File: src/rtl/imgproc_pkg.sv
// Shared image geometry and server FSM encoding for the imgproc block family.
package imgproc_pkg;

    localparam int IMG_W   = 128;
    localparam int IMG_PIX = 16384;
    localparam int ADDR_W  = 14;
    localparam int DATA_W  = 8;

    localparam logic [ADDR_W-1:0] LAST_ADDR = ADDR_W'(IMG_PIX - 1);

    typedef enum logic [1:0] {
        LOAD  = 2'd0,
        SERVE = 2'd1,
        RD    = 2'd2,
        CAP   = 2'd3
    } srv_state_e;

endpackage

File: src/rtl/orig_img_server.sv
// Loads a 128x128 image from the host into external SRAM, then serves single
// pixel reads to imgproc through a one-entry cache of the last fetched pixel.
module orig_img_server
    import imgproc_pkg::*;
(
    input  logic              clk,
    input  logic              rst_n,
    input  logic              host_valid,
    input  logic [DATA_W-1:0] host_data,
    output logic              host_ready,
    input  logic              reload,
    output logic              load_done,
    input  logic              request,
    input  logic [ADDR_W-1:0] orig_addr,
    output logic [DATA_W-1:0] orig_data,
    output logic              orig_ready,
    output logic              sram_cen,
    output logic              sram_wen,
    output logic [ADDR_W-1:0] sram_addr,
    output logic [DATA_W-1:0] sram_d,
    input  logic [DATA_W-1:0] sram_q
);

    srv_state_e        state, state_nxt;
    logic [ADDR_W-1:0] load_cnt;
    logic [ADDR_W-1:0] rd_addr;
    logic [ADDR_W-1:0] cache_addr;
    logic [DATA_W-1:0] cache_data;
    logic              cache_vld;
    logic              beat;
    logic              hit;
    logic              miss;

    always_ff @(posedge clk) begin
        if (!rst_n) state <= LOAD;
        else        state <= state_nxt;
    end

    // The cycle that carries orig_ready is skipped so a held request is
    // treated as a fresh one only from the following cycle.
    always_comb begin
        state_nxt  = state;
        host_ready = 1'b0;
        sram_cen   = 1'b1;
        sram_wen   = 1'b1;
        sram_addr  = load_cnt;
        sram_d     = host_data;
        beat       = 1'b0;
        hit        = 1'b0;
        miss       = 1'b0;
        case (state)
            LOAD: begin
                host_ready = rst_n;
                beat       = rst_n & host_valid;
                if (beat) begin
                    sram_cen = 1'b0;
                    sram_wen = 1'b0;
                    if (load_cnt == LAST_ADDR) state_nxt = SERVE;
                end
            end
            SERVE: begin
                if (request && !orig_ready) begin
                    if (cache_vld && (orig_addr == cache_addr)) begin
                        hit = 1'b1;
                    end else begin
                        miss      = 1'b1;
                        state_nxt = RD;
                    end
                end
            end
            RD: begin
                sram_cen  = ~rst_n;
                sram_addr = rd_addr;
                state_nxt = CAP;
            end
            CAP:     state_nxt = SERVE;
            default: state_nxt = LOAD;
        endcase
        if (reload) state_nxt = LOAD;
    end

    // Control and response registers; reload wins over any pending response.
    always_ff @(posedge clk) begin
        if (!rst_n) begin
            load_cnt   <= '0;
            load_done  <= 1'b0;
            cache_vld  <= 1'b0;
            orig_ready <= 1'b0;
            orig_data  <= '0;
        end else begin
            orig_ready <= 1'b0;
            if (reload) begin
                load_cnt  <= '0;
                load_done <= 1'b0;
                cache_vld <= 1'b0;
            end else begin
                if (beat) begin
                    load_cnt <= load_cnt + ADDR_W'(1);
                    if (load_cnt == LAST_ADDR) load_done <= 1'b1;
                end
                if (hit) begin
                    orig_data  <= cache_data;
                    orig_ready <= 1'b1;
                end
                if (state == CAP) begin
                    orig_data  <= sram_q;
                    cache_vld  <= 1'b1;
                    orig_ready <= 1'b1;
                end
            end
        end
    end

    // Miss address and cache payload; validity lives in cache_vld above.
    always_ff @(posedge clk) begin
        if (miss) rd_addr <= orig_addr;
        if (state == CAP) begin
            cache_data <= sram_q;
            cache_addr <= rd_addr;
        end
    end

endmodule

File: config.mk
export PLATFORM = sky130hd
export DESIGN_NAME = orig_img_server
export DESIGN_NICKNAME = d
export VERILOG_FILES = /design/src/rtl/imgproc_pkg.sv /design/src/rtl/orig_img_server.sv
export SDC_FILE = /design/constraint.sdc
export NUM_CORES = 1
export LEC_CHECK = 0
export ABC_AREA = 1
export CAP_MARGIN = 40
export CORE_MARGIN = 2
export CORE_UTILIZATION = 50
export DETAILED_ROUTE_END_ITERATION = 10
export HOLD_SLACK_MARGIN = 0.06
export PLACE_DENSITY = 0.9
export SLEW_MARGIN = 0
export SYNTH_ARGS = -nofsm -noshare
export SYNTH_HDL_FRONTEND = slang
export SYNTH_SLANG_ARGS = --single-unit
File: constraint.sdc
create_clock -name clk -period 3.7 [get_ports clk]
set_input_delay 0.555 -clock clk [delete_from_list [all_inputs] [get_ports clk]]
set_output_delay 0.555 -clock clk [all_outputs]
set_load 0.05 [all_outputs]
# After elaboration in Yosys (flattened, before gate mapping)
# Cells that the tools add are included.
# W data, S select, Z words.
[totals]
regBits = 63
in_bits = 35
out_inout_bits = 35
[classes]
addsub = 1
eq_ne = 9
n_mux = 21
bitwise_logic = 3
reduce_logical = 9
[op_table]
columns = ["op", "count"]
rows = [
  ["$mux W8", 2],
  ["$add A14 B1 Y14 const B", 1],
  ["$eq A14 B14 Y1", 1],
  ["$eq A14 B14 Y1 const B", 1],
  ["$mux W14", 1],
  ["$mux W1", 12],
  ["$mux W2", 4],
  ["$ne A2 B2 Y1 const B", 4],
  ["$pmux W2 S4", 1],
  ["$eq A2 B2 Y1 const B", 2],
  ["$reduce_and A2 Y1", 2],
  ["$reduce_and A4 Y1", 1],
  ["$eq A2 B1 Y1 const B", 1],
  ["$logic_and A1 B1 Y1", 2],
  ["$logic_not A2 Y1", 1],
  ["$not A1 Y1", 2],
  ["$pmux W1 S2", 1],
  ["$reduce_bool A2 Y1", 1],
  ["$reduce_or A2 Y1", 1],
  ["$and A1 B1 Y1", 1],
  ["$logic_not A1 Y1", 1],
]

# Longest topological paths before layout
# Gate-level depths: netlist (run 1).
[logic_depth]
ltp_word = 7
mapped_depth = 13
ltp_nobuf = 13

# Worst setup path before layout (run 1)
# OpenSTA, ideal clock, no wires.
[synth_path]
kind = "input-to-reg"
start = "input orig_addr[7]"
end = "register rd_addr[0], enable pin"
setup_ns = 0.421
t_arrival_ns = 2.354
required_ns = 3.279
setup_slack_ns = 0.924
stages = 8
n_path_buf = 0
cell_sequence = "inv_1 -> nand2_1 -> nand2_1 -> nor2_1 -> nand2_1 -> nor2_1 -> and2_1 -> nor4_1"
[synth_via]
elab_chain_len = 5
[synth_rtl]
columns = ["element", "line_no", "rtl"]
rows = [
  ["start, declared", "orig_img_server.sv:14", "input logic [ADDR_W-1:0] orig_addr,"],
  ["$eq A14 B14 Y1", "orig_img_server.sv:63", "if (cache_vld && (orig_addr == cache_addr)) begin"],
  ["$logic_and A1 B1 Y1", "orig_img_server.sv:63", ""],
  ["$mux W1", "orig_img_server.sv:63", ""],
  ["$mux W1", "orig_img_server.sv:62", "if (request && !orig_ready) begin"],
  ["$mux W1", "orig_img_server.sv:51", "case (state)"],
  ["via miss", "orig_img_server.sv:32", "logic miss;"],
  ["end signal, assigned", "orig_img_server.sv:116", "if (miss) rd_addr <= orig_addr;"],
  ["end, declared", "orig_img_server.sv:26", "logic [ADDR_W-1:0] rd_addr;"],
]
# The timed path passes the listed nets, and every way through them passes these cells.
# A chain may end at the register's enable or synchronous reset.

# Worst setup path in the final report (run 1)
[layout_path]
start = "register state[0]"
end = "output sram_addr[4]"
[layout_via]
elab_chain_len = 2
[layout_rtl]
columns = ["element", "line_no", "rtl"]
rows = [
  ["start, declared", "orig_img_server.sv:24", "srv_state_e state, state_nxt;"],
  ["start signal, assigned", "orig_img_server.sv:36", "else state <= state_nxt;"],
  ["$eq A2 B2 Y1", "orig_img_server.sv:51", ""],
  ["$mux W14", "orig_img_server.sv:51", ""],
  ["end, declared", "orig_img_server.sv:19", "output logic [ADDR_W-1:0] sram_addr,"],
]
# No other way between the ends.

==> results of run 1 <==
through the flow:
step,hold slack [ns],util [%]
2_1_floorplan,0.420,-
3_3_place_gp,0.430,60.6
3_5_place_dp,0.430,60.6
4_1_cts,0.450,64.2
5_1_grt,0.462,64.2
6_report,0.450,64.2
flip-flops by register name, indices dropped and copies added, names as in the netlist:
register	flops
cache_addr	14
load_cnt	14
rd_addr	14
cache_data	8
orig_data	8
state	2
cache_vld	1
load_done	1
orig_ready	1
power groups by stage:
| stage | clock [mW] | sequential (mW) | combinational (mW) |
|---|---|---|---|
| after floorplan | 0 | 0.753 | 0.0543 |
| after global placement | 0 | 0.753 | 0.0755 |
| after detailed placement | 0 | 0.753 | 0.0774 |
| after CTS | 0.631 | 0.737 | 0.0779 |
| after global routing | 0.658 | 0.737 | 0.0841 |
| final | 0.627 | 0.737 | 0.0773 |
metal layers:
layer / share of wire, % / routed length [um]
met5: 0 / 0
met4: 1.9 / 130
met3: 5.6 / 376
met2: 51 / 3460
met1: 41 / 2770
cell type report:
cell class                 count  area share, %
clock inverter                 3           1.07
tap                           75           2.50
sequential                    63           43.2
multi-input combinational    224           27.8
timing repair buffer          57           14.9
inverter                      60           6.00
clock buffer                  13           4.50
worst register-to-register path, cell delays in order (launching register included):
cell and delay (ns):
dfxtp_1 0.35, inv_1 0.12, ha_1 0.28, nand3_4 0.17, nor2_2 0.19, nand3_1 0.14
nor2_1 0.16, nand3_1 0.11, o21ai_0 0.17, a21oi_1 0.05
layout by cell type, fill, tap and decap left out:
cell and n:
clkbuf_1 1, mux2_2 1, nand2_1 105, nor3_2 1
ha_1 6, o21ai_1 3, nor2_4 1, dfxtp_1 27
nor3_4 1, o21a_1 1, a21oi_1 12, o21ai_0 21
xnor2_1 1, nor4_2 1, clkbuf_8 12, inv_1 57
nor3b_1 1, buf_4 4, and2_1 1, nand4_1 3
clkinv_1 3, nand3_1 6, nor2_2 1, clkdlybuf4s50_1 53
nand2_2 2, a31oi_1 1, bufinv_16 1, nor3_1 7
clkinv_2 2, nor2_1 47, edfxtp_1 36, nand3_4 1
path summary, 6_finish.rpt:
| kind | startpoint | depth (start not counted) | to | slack (ns) |
|---|---|---|---|---|
| min | rd_addr[4] | 0 | cache_addr[4] | 0.45 |
| min reg2reg | rd_addr[4] | 0 | cache_addr[4] | 0.45 |
| max | state[0] | 4 | sram_addr[4] | 0.48 |
| max reg2reg | state[1] | 9 | load_cnt[12] | 1.86 |
cells by family (layout without fill, tap and decap cells):
| family | Yosys count | after routing | share of synthesized area, % |
|---|---|---|---|
| and+or+nand+nor | 178 | 178 | 25.1 |
| buffers and inverters | 75 | 133 | 10.8 |
| DFF | 63 | 63 | 54.4 |
| AOI/OAI and AO/OA | 38 | 38 | 6.51 |
| adders and majority gates | 6 | 6 | 2.52 |
| xor gates and xnor gates | 1 | 1 | 0.294 |
| muxes | 1 | 1 | 0.378 |
==> results.md, run 1 <==
- Run status: finished, final reports clean
- Seq/Total Area, Yosys: 54.4%
- Clock Power Share: 43.5%
- Required @ worst endpoint: 3.14 ns
- Most common cell in the netlist: nand2_1
- Busiest grt layer: met2
- Pint: 1.14 mW
- Gpl congestion: 0.897
- GR Layer Usage met3: 5.22%
- Ys flop type: edfxtp_1
- Vias in the first global route: 2369
- Setup tns final: 0 ns
- #FFs+latches synth: 63
- Fin. max-slew vios: 0
- Setup slack after layout: 0.481 ns
- # IOs: 70
- CP Max Fanout: 28
- Iteration-0 DRC Markers: 211
- Via count: 2516
- Area leader, netlist: edfxtp_1
- CTS Buffer Depth: 2
- Slew margin rel.: 39.9%
- Ys async rst share: 0%
- Hpwl dp: 4770 um
- Netlist cell types: 30
- Final clock skew: 0.00568 ns
- Syn Nets: 403
- Power Density: 384 mW/mm2
- Clock slew at reported path FFs: 0.07 ns
- Clock period minus worst slack: 3.22 ns
- Post-route cell area: 0.00375 mm2
- Worst min-delay path class: flip-flop to flip-flop
- Post-CTS setup buffers: 0
- Num CTS Buffers: 9
- Die span in y: 81.2 um
- CP bufs+invs: 2
- M2 GR Usage: 37.2%
- Crit path capture type: primary output
- Post-synthesis cell count: 362
- Clock latency on the worst-skew pair: 0.34 ns
- Top cell type's share of synthesized area: 36.3%
- Ant. Diodes: 0
- GRT met1 Usage: 27.1%
- Top cells by count, synth: nand2_1, inv_1, nor2_1
- CP Launch Type: flip-flop
- Die area: 0.00659 mm2
- Register area: 0.00162 mm2
- Post-Place Worst Slack: 0.863 ns
- Initial antenna violation count: 0
- Synth top area cells: edfxtp_1, dfxtp_1, nand2_1
- Die X: 81.2 um
- Area of the core: 0.00585 mm2
- Layout net count: 456
- Peak supply drop: 0.000234 V
- WL/cell: 13.6 um
- Placed instance count: 479
- Core Rows: 28
- Global-route wire length before repair: 10900 um
- Final cell count without fillers: 495
- Power, Total: 1.44 mW
- Maxcap violations: 0
- Worst-path cell chain: inv_1 > ha_1 > mux2_2 > clkdlybuf4s50_1
- Layout overhead on the synthesized area: 25.9%
- Hold Buf Count CTS: 0
- Final Hold Fails: 0
- CP Class: flip-flop to primary output
- # clock sinks: 63
- GRT Total Usage: 22.1%
- Final period util: 87.0%
- Max Fclk: 0.311 GHz
- DRT antenna net count: 0
- Vias per cell: 5.08
- Crit-path leading delay family: buffers and inverters
- CP max stage delay: 0.75 ns
- Worst Tran Pin Value: 0.902 ns
- Worst path arrival time: 2.66 ns
- Layout fillers: 458
- I/O Buffers: 53
- CTS tree: yes
- # DRC: 0
- Placed Area: 0.00354 mm2
- Mapped cell area: 0.00298 mm2
- Total congestion overflow: 0
- Initial core utilization: 50.9%
- CTS resizes: 0
- Switching share of power: 21.0%
- Largest net degree at the start of global routing: 32
- Synth warn: 0
- Comb power frac: 5.4%
- H-tree depth: 3
- Post-synth EDFFs: 36
- CP max-delay cell: ha_1
- Share of cells above drive strength 1: 6.67%
- DRT Pass-1 Iters: 4
- RSZ-0062 raised after global routing: no
- Sequential power share: 51.1%
- Routed WL: 6740 um
- Root Buffer: clkbuf_8
- Psw: 0.303 mW
- Area of the multi-input gates: 0.00104 mm2
- P_leak: 1.55 nW
- Mapped Avg Cell Area: 8.23 um2
- Endpoints failing setup: 0
No activity file was read; power rests on OpenSTA's default activity.
==> inputs of run 2 (changes only) <==
Settings changed: GPL_ROUTABILITY_DRIVEN set to 0.
==> results of run 2 <==
No change in the layout: final DEF, timing and power equal those of run 1.
